<file path="config.mk">
export PLATFORM = sky130hd
export DESIGN_NAME = branch_pc_unit_flat
export DESIGN_NICKNAME = d
export VERILOG_FILES = /design/src/rtl/branch_pc_unit_pkg.sv /design/src/rtl/branch_pc_unit_if.sv /design/src/rtl/branch_pc_unit_cond.sv /design/src/rtl/branch_pc_unit.sv /design/src/flat_wrapper.sv
export SDC_FILE = /design/constraint.sdc
export NUM_CORES = 1
export LEC_CHECK = 0
export ABC_AREA = 1
export BUFFER_PORTS_ARGS = -buffer_cell sky130_fd_sc_hd__clkbuf_2
export CORE_ASPECT_RATIO = 2
export CORE_UTILIZATION = 35
export CTS_CLUSTER_DIAMETER = 60
export DETAILED_ROUTE_END_ITERATION = 12
export HOLD_SLACK_MARGIN = 0.06
export PLACE_DENSITY = 0.68
export SLEW_MARGIN = 10
export SYNTH_ARGS = -nofsm -noshare
export SYNTH_HDL_FRONTEND = slang
export SYNTH_SLANG_ARGS = --single-unit
</file>
<file path="constraint.sdc">
create_clock -name CLK -period 1.6 [get_ports CLK]
set_clock_uncertainty 0.2 [all_clocks]
set_input_delay 0 -clock CLK [delete_from_list [all_inputs] [get_ports CLK]]
set_output_delay 0 -clock CLK [all_outputs]
set_load 0.01 [all_outputs]
</file>
<file path="src/rtl/branch_pc_unit_pkg.sv">
// Shared encodings for the branch/PC stage and the decode stage.
package branch_pc_unit_pkg;

  typedef enum logic [1:0] {
    BR_BEQ = 2'b00,
    BR_BNE = 2'b01,
    BR_BLT = 2'b10,
    BR_JMP = 2'b11
  } br_op_e;

  // Comparator ControlSignal select codes
  localparam logic CMP_EQ = 1'b0;
  localparam logic CMP_LT = 1'b1;

  typedef enum logic [1:0] {
    S_IDLE     = 2'b00,
    S_EVAL     = 2'b01,
    S_REDIRECT = 2'b10
  } state_e;

  // 16-bit modular add; the carry is dropped on purpose (PC and target wrap)
  function automatic logic [15:0] add16(input logic [15:0] a, input logic [15:0] b);
    return a + b;
  endfunction

endpackage

</file>
<file path="src/rtl/branch_pc_unit_if.sv">
// Upstream branch request / comparator / fetch-side signals of the PC stage.
interface branch_pc_if;
  import branch_pc_unit_pkg::*;

  logic        BranchValid;
  br_op_e      BranchOp;
  logic [15:0] BranchPC;
  logic [15:0] Offset;
  logic [15:0] CompR;
  logic        CompSel;
  logic [15:0] PC;
  logic        BranchReady;
  logic        Flush;
  logic        Taken;

  // Driver side: decode stage + comparator (or the bench)
  modport master (
    output BranchValid, BranchOp, BranchPC, Offset, CompR,
    input  CompSel, PC, BranchReady, Flush, Taken
  );

  // The branch/PC unit itself
  modport slave (
    input  BranchValid, BranchOp, BranchPC, Offset, CompR,
    output CompSel, PC, BranchReady, Flush, Taken
  );
endinterface

</file>
<file path="src/rtl/branch_pc_unit_cond.sv">
// Combinational branch condition: (op, CompR) -> taken, op -> comparator select.
module branch_cond
  import branch_pc_unit_pkg::*;
(
  input  br_op_e      op_i,
  input  logic [15:0] comp_r_i,
  output logic        taken_o,
  output logic        comp_sel_o
);

  // Decode op into a condition on the comparator result and a select code
  always_comb begin
    taken_o    = 1'b0;
    comp_sel_o = CMP_EQ;
    case (op_i)
      BR_BEQ: taken_o = (comp_r_i != 16'h0000);
      BR_BNE: taken_o = (comp_r_i == 16'h0000);
      BR_BLT: begin
        taken_o    = (comp_r_i != 16'h0000);
        comp_sel_o = CMP_LT;
      end
      BR_JMP: taken_o = 1'b1;
      default: taken_o = 1'b0;
    endcase
  end

endmodule

</file>
<file path="src/rtl/branch_pc_unit.sv">
// PC register and branch resolution; predicts not-taken, redirects on taken.
module branch_pc_unit
  import branch_pc_unit_pkg::*;
#(
  parameter logic [15:0] RESET_PC = 16'h0000,
  parameter int          PC_STEP  = 2
) (
  input  logic        CLK,
  input  logic        Reset,
  input  logic        Stall,
  branch_pc_if.slave  bus
);

  localparam logic [15:0] STEP = 16'(PC_STEP);

  state_e      state_q;
  br_op_e      op_q;
  logic [15:0] pc_q, tgt_q;
  logic        taken_q, flush_q, ready_q;

  logic [15:0] pc_inc_d, tgt_d;
  logic        cond_taken, cond_sel;

  // Sequential next PC and the halfword-aligned branch target
  always_comb begin
    pc_inc_d = add16(pc_q, STEP);
    tgt_d    = add16(bus.BranchPC, bus.Offset);
    if (PC_STEP == 2) tgt_d[0] = 1'b0;
  end

  branch_cond u_cond (
    .op_i       (op_q),
    .comp_r_i   (bus.CompR),
    .taken_o    (cond_taken),
    .comp_sel_o (cond_sel)
  );

  // Branch FSM; all outputs except CompSel are registered here
  always_ff @(posedge CLK) begin
    if (Reset) begin
      state_q <= S_IDLE;
      pc_q    <= RESET_PC;
      op_q    <= BR_BEQ;
      tgt_q   <= 16'h0000;
      taken_q <= 1'b0;
      flush_q <= 1'b0;
      ready_q <= 1'b1;
    end else if (!Stall) begin
      case (state_q)
        S_IDLE: begin
          pc_q    <= pc_inc_d;
          flush_q <= 1'b0;
          if (bus.BranchValid && ready_q) begin
            op_q    <= bus.BranchOp;
            tgt_q   <= tgt_d;
            ready_q <= 1'b0;
            state_q <= S_EVAL;
          end else begin
            ready_q <= 1'b1;
          end
        end
        S_EVAL: begin
          if (cond_taken) begin
            pc_q    <= tgt_q;
            taken_q <= 1'b1;
            flush_q <= 1'b1;
            state_q <= S_REDIRECT;
          end else begin
            pc_q    <= pc_inc_d;
            taken_q <= 1'b0;
            ready_q <= 1'b1;
            state_q <= S_IDLE;
          end
        end
        S_REDIRECT: begin
          pc_q    <= pc_inc_d;
          flush_q <= 1'b0;
          ready_q <= 1'b1;
          state_q <= S_IDLE;
        end
        default: begin
          state_q <= S_IDLE;
          flush_q <= 1'b0;
          ready_q <= 1'b1;
        end
      endcase
    end
  end

  // CompSel is Moore: only selects less-than while a BLT is being evaluated
  assign bus.CompSel     = (state_q == S_EVAL) ? cond_sel : CMP_EQ;
  assign bus.PC          = pc_q;
  assign bus.BranchReady = ready_q;
  assign bus.Flush       = flush_q;
  assign bus.Taken       = taken_q;

endmodule

</file>
<file path="src/flat_wrapper.sv">
// flat-port wrapper written by rule: the top's interface ports become plain ports
module branch_pc_unit_flat import branch_pc_unit_pkg::*;
#(
  parameter logic [15:0] RESET_PC = 16'h0000,
  parameter int          PC_STEP  = 2
)
  (CLK, Reset, Stall, bus_BranchValid, bus_BranchOp, bus_BranchPC, bus_Offset, bus_CompR, bus_CompSel, bus_PC, bus_BranchReady, bus_Flush, bus_Taken);
  branch_pc_if bus_i ();
  input  logic CLK;
  input  logic Reset;
  input  logic Stall;
  input wire logic [$bits(bus_i.BranchValid)-1:0] bus_BranchValid;
  input wire logic [$bits(bus_i.BranchOp)-1:0] bus_BranchOp;
  input wire logic [$bits(bus_i.BranchPC)-1:0] bus_BranchPC;
  input wire logic [$bits(bus_i.Offset)-1:0] bus_Offset;
  input wire logic [$bits(bus_i.CompR)-1:0] bus_CompR;
  output wire logic [$bits(bus_i.CompSel)-1:0] bus_CompSel;
  output wire logic [$bits(bus_i.PC)-1:0] bus_PC;
  output wire logic [$bits(bus_i.BranchReady)-1:0] bus_BranchReady;
  output wire logic [$bits(bus_i.Flush)-1:0] bus_Flush;
  output wire logic [$bits(bus_i.Taken)-1:0] bus_Taken;
  assign bus_i.BranchValid = bus_BranchValid;
  assign bus_i.BranchOp = bus_BranchOp;
  assign bus_i.BranchPC = bus_BranchPC;
  assign bus_i.Offset = bus_Offset;
  assign bus_i.CompR = bus_CompR;
  assign bus_CompSel = bus_i.CompSel;
  assign bus_PC = bus_i.PC;
  assign bus_BranchReady = bus_i.BranchReady;
  assign bus_Flush = bus_i.Flush;
  assign bus_Taken = bus_i.Taken;
  branch_pc_unit #(.RESET_PC(RESET_PC), .PC_STEP(PC_STEP)) u_core (.CLK(CLK), .Reset(Reset), .Stall(Stall), .bus(bus_i));
endmodule
</file>
==> impl_metrics.csv <==
group,metric,value,unit
timing,max_freq,632,MHz
run_status,status,"complete, no violations",
layout,diodes,0,
critical_path,end_kind,"flop",
route,ant_nets,0,
critical_path,slowest_stage,"dfxtp_2",
timing,rsz0062_at_grt,"yes",
layout,final_common_cell,"nand2_1",
timing,tns,0,ns
route,drt_wl_total,7730,um
logic_synthesis,synth_warnings,0,
logic_synthesis,synth-main-ff-cell,"dfxtp_1",
critical_path,crit-reg2reg-launch,"u_core.bus.PC[2]",
global_route,overflow,0,
pwr,p_per_area,736,mW/mm^2
floorplan,rows,46,
layout,layout-drive-gt1-share,0.294,
logic_synthesis,async_flop_share,0,
logic_synthesis,ys_types,39,
route,drtPass1Iterations,4,
critical_path,worst-r2r-cell-count,10,
pwr,intPower,0.00199,W
critical_path,arrival,1.54,ns
logic_synthesis,seq_area_frac_synth,0.254,
critical_path,cp_cell_sequence,"ha_4 -> nand3_4 -> nor2_4 -> nand2_2 -> nor2_2 -> nand2_1 -> nand2_1 -> nand2_1 -> nand3_2 -> a21oi_2",
place,hpwl,6080,um
logic_synthesis,yosys_register_bits,37,
hold_path,hp-class,"in -> reg",
cts,cts.sinks,37,
cts,insertion_delay,0.28,ns
layout,area_growth,33.0,%
pwr,p_switching,0.000865,W
place,io_buffer_count,72,
cts,htreeDepth,2,
logic_synthesis,syn_area_per_cell,6.53,um^2
layout,nNetsFinal,617,
cts,cts_tree,"yes",
pwr,p_seq_frac,0.363,
route,drc,0,
timing,layout_min_cycle_time,1.58,ns
logic_synthesis,synth_area,0.00291,mm^2
place,gp_congestion,0.877,
logic_synthesis,synth_nets,516,
floorplan,io_pins,74,
critical_path,startpoint_type,"flop",
job,maxCapViolations,0,
pwr,vdd.ir_drop.worst,0.402,mV
floorplan,start_util,0.364,
floorplan,coreArea,0.00800,mm^2
critical_path,path_max_fanout,7,
cts,cts_inserted_buffers,5,
place,placed_area,0.00346,mm^2
pwr,clock_power_share,0.362,
floorplan,die_h,131,um
critical_path,r2r_end,"u_core.bus.PC[15]",
hold_path,worstHoldPathCells,5,
global_route,grt_max_degree,23,
layout,n_fill_cell,813,
hold_path,hold_end,"u_core.tgt_q[3]",
critical_path,worstPathRequired,1.56,ns
logic_synthesis,synth-edff-count,0,
critical_path,critPathLaunch,"u_core.bus.PC[2]",
global_route,grt_usage,0.190,
global_route,grt_pass1_wl,12700,um
critical_path,critPathMaxStageDelay,0.35,ns
route,initialDrtViolationCount,142,
route,routedWlPerCell,12.0,um
hold_path,hold_start,"bus_BranchPC[3]",
global_route,antenna_found_initial,0,
floorplan,die-area,0.00871,mm^2
global_route,grt_pass1_vias,2996,
timing,timing.final.crit_share,0.989,
pwr,power,0.00285,W
route,vias,3126,
cts,clockRootBuffer,"clkbuf_16",
critical_path,r2r_slack,0.02,ns
critical_path,critPathMostFrequentCell,"nand2_1",
pwr,leakagePower,1.94,nW
timing,drv_slew,0,
floorplan,dieWidth,66.5,um
timing,finalHoldViolations,0,
layout,layout_common_cells,"nand2_1, clkbuf_2, inv_1",
cts,clk_pin_slew,0.06,ns
cts,clockBufferDepth,2,
route,vias_per_cell,4.85,
critical_path,critical_path_class,"reg -> reg",
pwr,swShare,0.303,
layout,stdcell_area,0.00387,mm^2
timing,setup_viol,0,
pwr,p_comb_frac,0.275,
logic_synthesis,syn_inst,446,
-- per-stage QoR --
step	worst slack [ns]	hold WS [ns]	instances	util
after CTS	0.00237	0.0667	641	0.470
after floorplan	0.0152	-0.0510	446	-
after detailed placement	-0.0306	0.114	620	0.432
after global placement	-0.00480	0.0956	620	0.432
after global routing	-0.0743	0.105	644	0.484
final	0.0175	0.0700	644	0.484
-- sequential cells by signal, summed over array words and instances, names as in the netlist --
name                    flops
u_core.bus.BranchReady      1
u_core.bus.Flush            1
u_core.bus.PC              15
u_core.bus.Taken            1
u_core.op_q                 2
u_core.state_q              2
u_core.tgt_q               15
-- cell families (layout without fill, tap and decap cells) --
group                      after synthesis  in the layout  share of synthesized area
AOI/OAI and AO/OA                       71             71                      0.135
xor gates and xnor gates                13             13                     0.0391
adders and majority gates               16             16                     0.0713
buffers and inverters                   72            174                      0.113
DFF                                     37             37                      0.254
other                                    1              1                    0.00129
and+or+nand+nor                        236            236                      0.386
-- per-layer routing --
layer / part of all wire / track usage / vias to the layer above
met5: 0 / 0 / -
li1: - / - / 1636
met1: 0.35 / 0.178 / 1376
met3: 0.027 / 0.0182 / 34
met4: 0.072 / 0.161 / 0
met2: 0.55 / 0.355 / 80
-- how the worst max path moves through the flow --
stage,endpoint
after floorplan,u_core.bus.PC[15]
after global placement,u_core.tgt_q[10]
after detailed placement,u_core.tgt_q[10]
after CTS,u_core.bus.PC[15]
after global routing,u_core.bus.PC[15]
final,u_core.bus.PC[15]
-- cell usage after synthesis, types with 2 or more instances --
cell      count  share of area
buf_6         4          0.015
inv_2         2         0.0026
nand2_2       5          0.011
xnor2_1       2         0.0060
a21oi_2       2         0.0060
o21a_1        2         0.0052
a21oi_1      39          0.067
buf_4         2         0.0052
o21ai_0      14          0.024
a21o_1        4          0.010
nor2_2        2         0.0043
nand3_1      41          0.070
o21bai_1      2         0.0052
xor2_1       11          0.033
nor2_4        4          0.015
nand3_2      12          0.041
nand2_1     110           0.14
inv_1        56          0.072
nor2_1       48          0.062
o21ai_1       6          0.010
clkbuf_1      3         0.0039
ha_1         15          0.064
dfxtp_1      37           0.25
and2_1        2         0.0043
nand4_1       5          0.011
buf_2         3         0.0052
-- power by group through the flow --
| stage | clock, W | combinational [W] | sequential [W] |
|---|---|---|---|
| 6_report | 0.00103 | 0.000784 | 0.00104 |
| 4_1_cts | 0.00105 | 0.000759 | 0.00103 |
| 2_1_floorplan | 0 | 0.000482 | 0.00105 |
| 5_1_grt | 0.00109 | 0.000887 | 0.00104 |
| 3_3_place_gp | 0 | 0.000711 | 0.00105 |
| 3_5_place_dp | 0 | 0.000723 | 0.00105 |
-- critical path: cells and delay by family (launching register included) --
| kind | cells | cell delay, ns |
|---|---|---|
| and+or+nand+nor | 8 | 0.73 |
| DFF | 1 | 0.35 |
| adders and majority gates | 1 | 0.15 |
| AOI/OAI and AO/OA | 1 | 0.05 |
-- final cells by class --
| class | instances | area, um^2 | area share |
|---|---|---|---|
| inverters | 59 | 226 | 0.0585 |
| flip-flops and latches | 37 | 753 | 0.194 |
| well taps | 96 | 120 | 0.0310 |
| multi-input cells | 337 | 1940 | 0.500 |
| clock inverters | 1 | 5.00 | 0.00129 |
| clock buffers | 7 | 153 | 0.0394 |
| repair buffers | 107 | 679 | 0.175 |
-- timing repair --
item	in CTS	in global routing
endpoints found under the hold margin	24	0
endpoints found under the setup margin	2	19
pin swaps	2	12
setup buffers	2	2
resized for setup	3	29
hold buffers	11	0
cloned	0	1
No activity file was read; power rests on OpenSTA's default activity.
